**config.mk**
```make
export PLATFORM = sky130hd
export DESIGN_NAME = if_stage
export DESIGN_NICKNAME = d
export VERILOG_FILES = /design/src/rtl/if_stage.sv
export SDC_FILE = /design/constraint.sdc
export NUM_CORES = 1
export LEC_CHECK = 0
export CAP_MARGIN = 20
export CORE_ASPECT_RATIO = 1.4
export CORE_MARGIN = 2
export CORE_UTILIZATION = 48
export CTS_BUF_LIST = sky130_fd_sc_hd__clkbuf_8 sky130_fd_sc_hd__clkbuf_16
export DETAILED_ROUTE_END_ITERATION = 6
export GPL_TIMING_DRIVEN = 0
export PLACE_DENSITY = 0.94
export SLEW_MARGIN = 15
export SYNTH_ARGS = -nofsm -noshare
export SYNTH_HDL_FRONTEND = slang
export SYNTH_SLANG_ARGS = --single-unit
```
**constraint.sdc**
```tcl
create_clock -name clock -period 3.4 [get_ports clock]
set_input_delay 0.85 -clock clock [delete_from_list [all_inputs] [get_ports clock]]
set_output_delay 0.85 -clock clock [all_outputs]
set_load 0.02 [all_outputs]
```
**src/rtl/if_stage.sv**
```systemverilog
// Instruction fetch stage: one outstanding request at a time.
// The fetched instruction and its PC+4 are held for the decode stage until
// it consumes them. A redirect moves the PC to a new target. A response
// already in flight for the old PC is discarded when it returns.
module if_stage #(
    parameter logic [31:0] RESET_PC = 32'h0000_0000
) (
    input  logic        clock,
    input  logic        reset_n,
    input  logic        stall,
    input  logic        redirect_valid,
    input  logic [31:0] redirect_pc,
    output logic        imem_req,
    output logic [31:0] imem_addr,
    input  logic        imem_ready,
    input  logic        imem_rvalid,
    input  logic [31:0] imem_rdata,
    output logic [31:0] pc_add_out,
    output logic [31:0] im_out,
    output logic        if_valid
);

    typedef enum logic [1:0] {
        FETCH = 2'd0,
        WAIT  = 2'd1,
        HOLD  = 2'd2
    } state_t;

    // Sequential PC increment. It wraps naturally at 32 bits.
    function automatic logic [31:0] pc_plus4(input logic [31:0] pc);
        return pc + 32'd4;
    endfunction

    state_t      state_r;
    state_t      state_s;
    logic [31:0] pc_r;
    logic [31:0] pc_s;
    logic        drop_r;
    logic        drop_s;
    logic        capture_s;
    logic        clear_valid_s;
    logic [31:0] redir_target_s;
    logic [31:0] pc_inc_s;
    logic [31:0] pc_add_out_r;
    logic [31:0] im_out_r;
    logic        if_valid_r;
    logic        redirect_lsb_unused_s;

    // Redirect targets are word aligned, so the low address bits are discarded.
    assign redir_target_s        = {redirect_pc[31:2], 2'b00};
    assign redirect_lsb_unused_s = ^redirect_pc[1:0];
    assign pc_inc_s              = pc_plus4(pc_r);

    // Next-state and next-PC decode. Redirect outranks every other transition.
    always_comb begin
        state_s       = state_r;
        pc_s          = pc_r;
        drop_s        = drop_r;
        capture_s     = 1'b0;
        clear_valid_s = 1'b0;
        case (state_r)
            FETCH: begin
                if (redirect_valid) begin
                    pc_s = redir_target_s;
                    if (imem_ready) begin
                        // The old-address request was accepted, so its response is stale.
                        state_s = WAIT;
                        drop_s  = 1'b1;
                    end else begin
                        state_s = FETCH;
                    end
                end else if (imem_ready) begin
                    state_s = WAIT;
                end else begin
                    state_s = FETCH;
                end
            end
            WAIT: begin
                if (redirect_valid) begin
                    pc_s = redir_target_s;
                    if (imem_rvalid) begin
                        state_s = FETCH;
                        drop_s  = 1'b0;
                    end else begin
                        state_s = WAIT;
                        drop_s  = 1'b1;
                    end
                end else if (imem_rvalid) begin
                    if (drop_r) begin
                        state_s = FETCH;
                        drop_s  = 1'b0;
                    end else begin
                        state_s   = HOLD;
                        capture_s = 1'b1;
                    end
                end else begin
                    state_s = WAIT;
                end
            end
            HOLD: begin
                if (redirect_valid) begin
                    pc_s          = redir_target_s;
                    clear_valid_s = 1'b1;
                    state_s       = FETCH;
                end else if (!stall) begin
                    // The instruction is consumed on this edge.
                    pc_s          = pc_inc_s;
                    clear_valid_s = 1'b1;
                    state_s       = FETCH;
                end else begin
                    state_s = HOLD;
                end
            end
            default: begin
                state_s       = FETCH;
                drop_s        = 1'b0;
                clear_valid_s = 1'b1;
            end
        endcase
    end

    // State, PC and drop-flag registers.
    always_ff @(posedge clock or negedge reset_n) begin
        if (!reset_n) begin
            state_r <= FETCH;
            pc_r    <= RESET_PC;
            drop_r  <= 1'b0;
        end else begin
            state_r <= state_s;
            pc_r    <= pc_s;
            drop_r  <= drop_s;
        end
    end

    // Output holding registers. The data changes only when an instruction is captured.
    always_ff @(posedge clock or negedge reset_n) begin
        if (!reset_n) begin
            pc_add_out_r <= 32'h0000_0000;
            im_out_r     <= 32'h0000_0000;
            if_valid_r   <= 1'b0;
        end else if (capture_s) begin
            pc_add_out_r <= pc_inc_s;
            im_out_r     <= imem_rdata;
            if_valid_r   <= 1'b1;
        end else if (clear_valid_s) begin
            if_valid_r   <= 1'b0;
        end else begin
            if_valid_r   <= if_valid_r;
        end
    end

    // The request is a decode of the state register. It is forced low while reset is asserted.
    assign imem_req   = reset_n & (state_r == FETCH);
    assign imem_addr  = pc_r;
    assign pc_add_out = pc_add_out_r;
    assign im_out     = im_out_r;
    assign if_valid   = if_valid_r;

endmodule

```
==> results of run 1 <==
## path summary, 6_finish.rpt
path,end,slack [ns],cells after the start
max,imem_req,0.31,3
min,pc_add_out[21]$_DFFE_PN0P_,0.48,2
max reg2reg,imem_addr[18]$_DFFE_PN0P_,1.15,7
min reg2reg,pc_add_out[21]$_DFFE_PN0P_,0.48,2
max in group asynchronous,imem_addr[28]$_DFFE_PN0P_,2.20,2
min in group asynchronous,im_out[24]$_DFFE_PN0P_,0.53,1
## tightest hold or removal path, stage by stage (launching register included)
cell	delay [ns]
dfrtp_1	0.34
nand2_1	0.05
o21ai_0	0.06
## cells by family after synthesis
| group | after synthesis |
|---|---|
| AND/OR/NAND/NOR | 139 |
| AO/OA/AOI/OAI | 115 |
| XOR/XNOR | 28 |
| adder cells (fa/ha/maj) | 1 |
| buffers and inverters | 37 |
| flip-flops | 96 |
| multiplexers | 35 |
| other | 1 |
## metrics by stage
| step | std cells | hold slack [ns] | instance area [um2] | setup TNS, ns | setup WS, ns |
|---|---|---|---|---|---|
| 2_1_floorplan | 455 | 0.4889 | 4608 | 0 | 1.179 |
| 5_1_grt | 743 | 0.5155 | 6710 | 0 | 0.1626 |
| 3_5_place_dp | 727 | 0.4737 | 6382 | 0 | 0.2808 |
| 3_3_place_gp | 726 | 0.4650 | 6357 | -183.94 | -2.784 |
| 6_report | 743 | 0.4836 | 6710 | 0 | 0.3065 |
| 4_1_cts | 743 | 0.4893 | 6710 | 0 | 0.2724 |
## registers in the layout, indices dropped and copies added (netlist names)
name        count
if_valid        1
im_out         32
pc_add_out     30
state_r         2
drop_r          1
imem_addr      30
## Yosys cell counts (all sizes together)
| master | count |
|---|---|
| a211oi | 1 |
| a21o | 1 |
| a21oi | 26 |
| a22o | 1 |
| a22oi | 1 |
| a2bb2oi | 19 |
| a31oi | 3 |
| and2 | 1 |
| and3 | 3 |
| and4 | 1 |
| buf | 11 |
| clkbuf | 22 |
| conb | 1 |
| dfrtp | 96 |
| ha | 1 |
| inv | 4 |
| mux2 | 33 |
| mux2i | 2 |
| nand2 | 72 |
| nand3 | 21 |
| nand4 | 10 |
| nand4b | 2 |
| nor2 | 14 |
| nor2b | 2 |
| nor3 | 5 |
| nor3b | 2 |
| nor4 | 4 |
| o21a | 1 |
| o21ai | 40 |
| o22a | 1 |
| o22ai | 20 |
| o31ai | 1 |
| or4 | 2 |
| xnor2 | 5 |
| xor2 | 23 |
## layer usage
layer	GRT usage	part of all wire	vias to the layer above
met1	0.2986	0.38	2005
met5	0	0	-
li1	-	-	1960
met4	0.1289	0.034	0
met3	0.05433	0.065	33
met2	0.4697	0.52	206
## power groups by stage
stage | Combinational (mW) | Sequential [mW] | Clock [mW]
floorplan | 0.681 | 2.45 | 0
global placement | 2.39 | 1.92 | 0
detailed placement | 2.45 | 1.96 | 0
CTS | 2.46 | 1.94 | 1.13
global route | 2.59 | 1.99 | 1.18
finish | 2.44 | 1.94 | 1.11
## cell type report
cell class | instances | area [um2] | area share
Sequential cell | 96 | 2402 | 0.3580
Tap cell | 110 | 137.6 | 0.02051
Multi-Input combinational cell | 322 | 2043 | 0.3045
Inverter | 4 | 15.01 | 0.002238
Clock buffer | 10 | 239.0 | 0.03561
Clock inverter | 6 | 88.84 | 0.01324
Timing Repair Buffer | 162 | 1637 | 0.2439
Buffer | 33 | 147.6 | 0.02200
==> metrics, run 1 <==
Initial Util 0.4887; Syn-to-layout area delta 45.97%; setup bufs post-CTS 0; RR Startpoint state_r[0]$_DFF_PN0_; drt initial violations around 290; crit path max-delay cell type clkdlybuf4s50_1; cell family with most CP delay buffers and inverters; Max Cap Viol 0; H-tree lvl count 3; Core ar. between 9000 and 10000 um2; Simple-Gate Fraction of Synth Area 0.1486; ANT cells 0; vias in the first global route roughly 4300; CTS tree yes; Num Clock Sinks 96; Slew HR 0.5485; f_max 323.3 MHz; Filler Cells Inserted 682; Layout Nets around 700; port bufs about 160; Avg Inst Size Synth around 10 um2; Slew @ Worst Pin 0.6721 ns; overall global routing resource usage 0.2656; final worst-path cycle share 0.9098; initial antenna violation count 0; clock latency on the worst-skew pair ~0.34 ns; Die Span Y 119.8 um; kind of critical path in -> out; Clk network pwr share 0.203; Peak VDD IR just over 0.4 mV; Final Hold Violating Endpoints 0; cts bufs inserted 9; grt total ovfl 0; largest family of logic cells by synthesized area compound AO/OA/AOI/OAI gates; Post-route DRC 0; crit-path cells buf_4 > nor3b_1 > clkdlybuf4s50_1; GPL Wtd Cong approximately 0.90; hold path startpoint pc_add_out[21]$_DFFE_PN0P_; final worst path period need between 3 and 4 ns; CP bufs+invs 2; HPWL after DPL 10340 um; leakage power about 2.7 nW; fraction of layout cells with a size suffix above 1 0.1058; P per Cell Area 818.5 nW/um2; Mapped Area 4597 um2; Yosys warning count 0; DR vias 4204; vias per cell about 5.7; post-synthesis compound-gate area fraction 0.1513; Synth top area share 0.5226; mux share of post-synthesis cell area 0.08519; Slew Viols, Final 0; worst hold path class reg -> reg; Int Power roughly 3.5 mW; final setup violating endpoints 0; Max Clock Skew ~0.0077 ns; Logic pwr share 0.444; num ports 168; pin count of the biggest net entering global routing 50; Adder-Cell Fraction of Synth Area 0.002722; clk root buf clkbuf_16; Resize count post-CTS 0; 1st-pass router iterations 5; # rows 42; Switching Share 0.3658; top post-synthesis cells by area dfrtp_1 (52%), mux2_2 (8.1%), nand2_1 (5.9%), xor2_1 (4.4%), o21ai_0 (4.1%); RSZ-0062 raised after global routing false; sequential share of the synthesized area 0.5226; die area around 10000 um2; CP Data Arrival Time between 2 and 2.5 ns; total power draw approximately 5.5 mW; delay of the slowest critical-path stage between 0.6 and 0.7 ns; flops & latches, synth 96; synthesized instance count 452; DIE WIDTH slightly below 90 um; WL final roughly 14000 um; post-synth cell types between 40 and 50; first-pass GRT wire length 21410 um; XOR/XNOR share of the synthesized area 0.05335; Critical Path RT ~2.6 ns; Net Sw Power about 2 mW; Reg power frac 0.353; CTS clk-pin slew, worst paths about 0.07 ns; most common cell after layout, fill and taps aside clkdlybuf4s50_1; Wirelength per Cell 18.41 um; Clock Path Buffers 2; crit start category input port; fin util 0.7134; Crit. End Element output pin; Final ANT Viol Nets 0; # hold bufs at CTS 0; highest-count cells in the layout ignoring fill and taps clkdlybuf4s50_1 (160), dfrtp_1 (96), nand2_1 (72), o21ai_0 (38), mux2_2 (33); Worst Setup SP reset_n; post-synth top area cell dfrtp_1; status finished, final reports clean; CP max FO roughly 50
(Power assumes the default switching activity.)
==> run 2, diff against run 1 <==
--- a/config.mk
+++ b/config.mk
@@ -5,14 +5,15 @@
 export SDC_FILE = /design/constraint.sdc
 export NUM_CORES = 1
 export LEC_CHECK = 0
+export ABC_AREA = 1
 export CAP_MARGIN = 20
 export CORE_ASPECT_RATIO = 1.4
 export CORE_MARGIN = 2
-export CORE_UTILIZATION = 48
+export CORE_UTILIZATION = 50
 export CTS_BUF_LIST = sky130_fd_sc_hd__clkbuf_8 sky130_fd_sc_hd__clkbuf_16
 export DETAILED_ROUTE_END_ITERATION = 6
 export GPL_TIMING_DRIVEN = 0
-export PLACE_DENSITY = 0.94
+export PLACE_DENSITY = 0.95
 export SLEW_MARGIN = 15
 export SYNTH_ARGS = -nofsm -noshare
 export SYNTH_HDL_FRONTEND = slang
==> run 2 against run 1 <==
Synthesized cell count up 52%. Design area up 5.9%. Largest cell class unchanged. Setup slack worse by 0.11 ns. Routed wire length up 11%. Sequential share of layout area down 2.0 points. Largest power group unchanged.
==> metrics, run 2 <==
most common cell after layout, fill and taps aside nand2_1; HPWL after DPL roughly 11000 um; WL final 15140 um; Layout Nets approximately 930; port bufs roughly 160; total power draw around 5.2 mW; initial antenna violation count 0; Yosys warning count 0; Initial Util 0.5188; kind of critical path in -> out; CP max FO 63; Net Sw Power 1.924 mW; largest family of logic cells by synthesized area simple AND/OR/NAND/NOR gates; cts bufs inserted 9; multi-input logic area 2171 um2; sequential share of the synthesized area 0.4868; Final ANT Viol Nets 0; DIE WIDTH between 80 and 90 um; register area roughly 2400 um2; EDFF count, synth 0; grt total ovfl 0; Filler Cells Inserted roughly 670; Post-route DRC 0; Clock Path Buffers 2; # hold bufs at CTS 0; post-synth cell types 30; vias per cell around 5.2; leakage power about 3.4 nW; max FFs per register 32; vias in the first global route roughly 5000; Setup TNS Final 0 ns; top-count cell post-synth nand2_1; first-pass GRT wire length about 24000 um; Mapped Area between 4000 and 5000 um2; Post-synth top cells nand2_1 (311), dfrtp_1 (96), nor2_1 (62); final setup violating endpoints 0; synthesized instance count just under 700; FFs w/ async S/R, synth 1.000; f_max ~310 MHz; # rows between 40 and 50; XOR/XNOR share of the synthesized area 0.01065; 1st-pass router iterations 5; Adder-Cell Fraction of Synth Area 0.002535; clock latency on the worst-skew pair 0.35 ns; Logic pwr share 0.418; end of the worst register-to-register path imem_addr[8]$_DFFE_PN0P_; fraction of layout cells with a size suffix above 1 0.06228; Critical Path RT 2.55 ns; CP Data Arrival Time 2.35 ns; CTS clk-pin slew, worst paths 0.07 ns; top post-synthesis cells by area dfrtp_1 (49%), nand2_1 (24%), o21ai_0 (4.8%), nor2_1 (4.7%), inv_1 (4.2%); worst hold path class in -> async; Core ar. about 9500 um2; Placed Cells 983; Clk network pwr share 0.228; final worst-path cycle share 0.9421; internal reg-to-reg setup slack roughly 1.6 ns; ANT cells 0; Syn-to-layout area delta 43.97%; Int Power around 3.3 mW; RSZ-0062 raised after global routing false; status finished, final reports clean; P per Cell Area approximately 740 nW/um2; Slew @ Worst Pin approximately 0.57 ns; overall global routing resource usage 0.2936; R2R depth 6; GPL Wtd Cong approximately 0.92; Max Clock Skew just over 0.01 ns; Final Hold Violating Endpoints 0; pin count of the biggest net entering global routing 64; Simple-Gate Fraction of Synth Area 0.3377; highest-count cells in the layout ignoring fill and taps nand2_1 (311), clkdlybuf4s50_1 (160), dfrtp_1 (96), nor2_1 (62), inv_1 (55); mux share of post-synthesis cell area 0; Synth top area share 0.4868; Crit. End Element output pin; Wirelength per Cell approximately 15 um; Slew Viols, Final 0; RR Startpoint imem_addr[2]$_DFFE_PN0P_; crit start category input port; Avg Inst Size Synth between 7 and 8 um2; clk root buf clkbuf_16; Reg power frac 0.354; die area 10690 um2; num ports 168; H-tree lvl count 3; Die Span Y ~120 um; Slew HR 0.6189; final worst path period need roughly 3.2 ns; flops & latches, synth 96; Max Cap Viol 0; post-synth top area cell dfrtp_1; drt initial violations approximately 450; Num Clock Sinks 96; post-synthesis compound-gate area fraction 0.08595; Peak VDD IR 0.3341 mV; ys flop type dfrtp_1; Post-Layout Cell Count 999; DR vias about 5200; Switching Share 0.3667; CTS tree yes
[run 2: cell types whose count changed after synthesis, sizes merged, moves of 19 or more]
| cell | previous run | this run |
|---|---|---|
| nand2 | 72 | 312 |
| inv | 4 | 60 |
| nor2 | 14 | 68 |
| mux2 | 33 | 0 |
| a21oi | 26 | 2 |
| a2bb2oi | 19 | 0 |
[run 2: through the flow]
step	hold WS [ns]	util	area (um2)	setup WS [ns]
global route	0.4095	0.7469	7104	0.03958
finish	0.3892	0.7469	7104	0.1968
floorplan	0.5092	-	4946	1.179
global placement	0.4607	0.7068	6723	-2.874
CTS	0.4693	0.7465	7101	0.02934
detailed placement	0.4637	0.7094	6748	0.03028
[run 2: timing repair]
| action | CTS | global route |
|---|---|---|
| endpoints found under the setup margin | 0 | 1 |
| resized for setup | 0 | 1 |
| buffers inserted | 0 | 0 |
[run 2: how the worst max path moves through the flow]
stage                          end  cells past startpoint     from
after detailed placement  imem_req                      4  reset_n
after CTS                 imem_req                      4  reset_n
after global placement    imem_req                      3  reset_n
after global routing      imem_req                      4  reset_n
final                     imem_req                      4  reset_n
after floorplan           imem_req                      1  reset_n
[run 2: power groups by stage]
| stage | logic [mW] | registers (mW) | clock network [mW] |
|---|---|---|---|
| after detailed placement | 2.19 | 1.86 | 0 |
| after global placement | 2.14 | 1.85 | 0 |
| after global routing | 2.37 | 1.90 | 1.25 |
| after floorplan | 0.564 | 2.34 | 0 |
| after CTS | 2.20 | 1.85 | 1.20 |
| final | 2.19 | 1.86 | 1.20 |
[run 2: cells by family (layout without fill, tap and decap cells)]
logic type | count (synthesis) | after routing
AO/OA/AOI/OAI | 77 | 77
XOR/XNOR | 6 | 6
flip-flops | 96 | 96
buffers and inverters | 86 | 264
adder cells (fa/ha/maj) | 1 | 1
other | 1 | 4
AND/OR/NAND/NOR | 419 | 419
[run 2: worst max-delay path: stages]
cell and delay [ns]:
buf_6 0.29, buf_16 0.32, nor3b_1 0.23, clkdlybuf4s50_1 0.64
[run 2: layer usage]
layer,GRT usage,up-vias,share of wire
li1,-,2489,-
met1,0.3286,2333,0.37
met2,0.5057,279,0.50
met3,0.05691,55,0.080
met4,0.1788,0,0.050
met5,0,-,0
[run 2: final cells by class]
cell class | count | share of cell area
Sequential cell | 96 | 0.3381
Multi-Input combinational cell | 507 | 0.3056
Timing Repair Buffer | 162 | 0.2309
Clock buffer | 10 | 0.03364
Inverter | 60 | 0.03170
Tap cell | 132 | 0.02325
Buffer | 26 | 0.02078
Clock inverter | 6 | 0.01603
==> run 3, diff against run 2 <==
--- a/config.mk
+++ b/config.mk
@@ -6,7 +6,6 @@
 export NUM_CORES = 1
 export LEC_CHECK = 0
 export ABC_AREA = 1
-export CAP_MARGIN = 20
 export CORE_ASPECT_RATIO = 1.4
 export CORE_MARGIN = 2
 export CORE_UTILIZATION = 50
==> results of run 3 <==
Same layout as run 2: the final DEF is identical, and so are final timing and power.
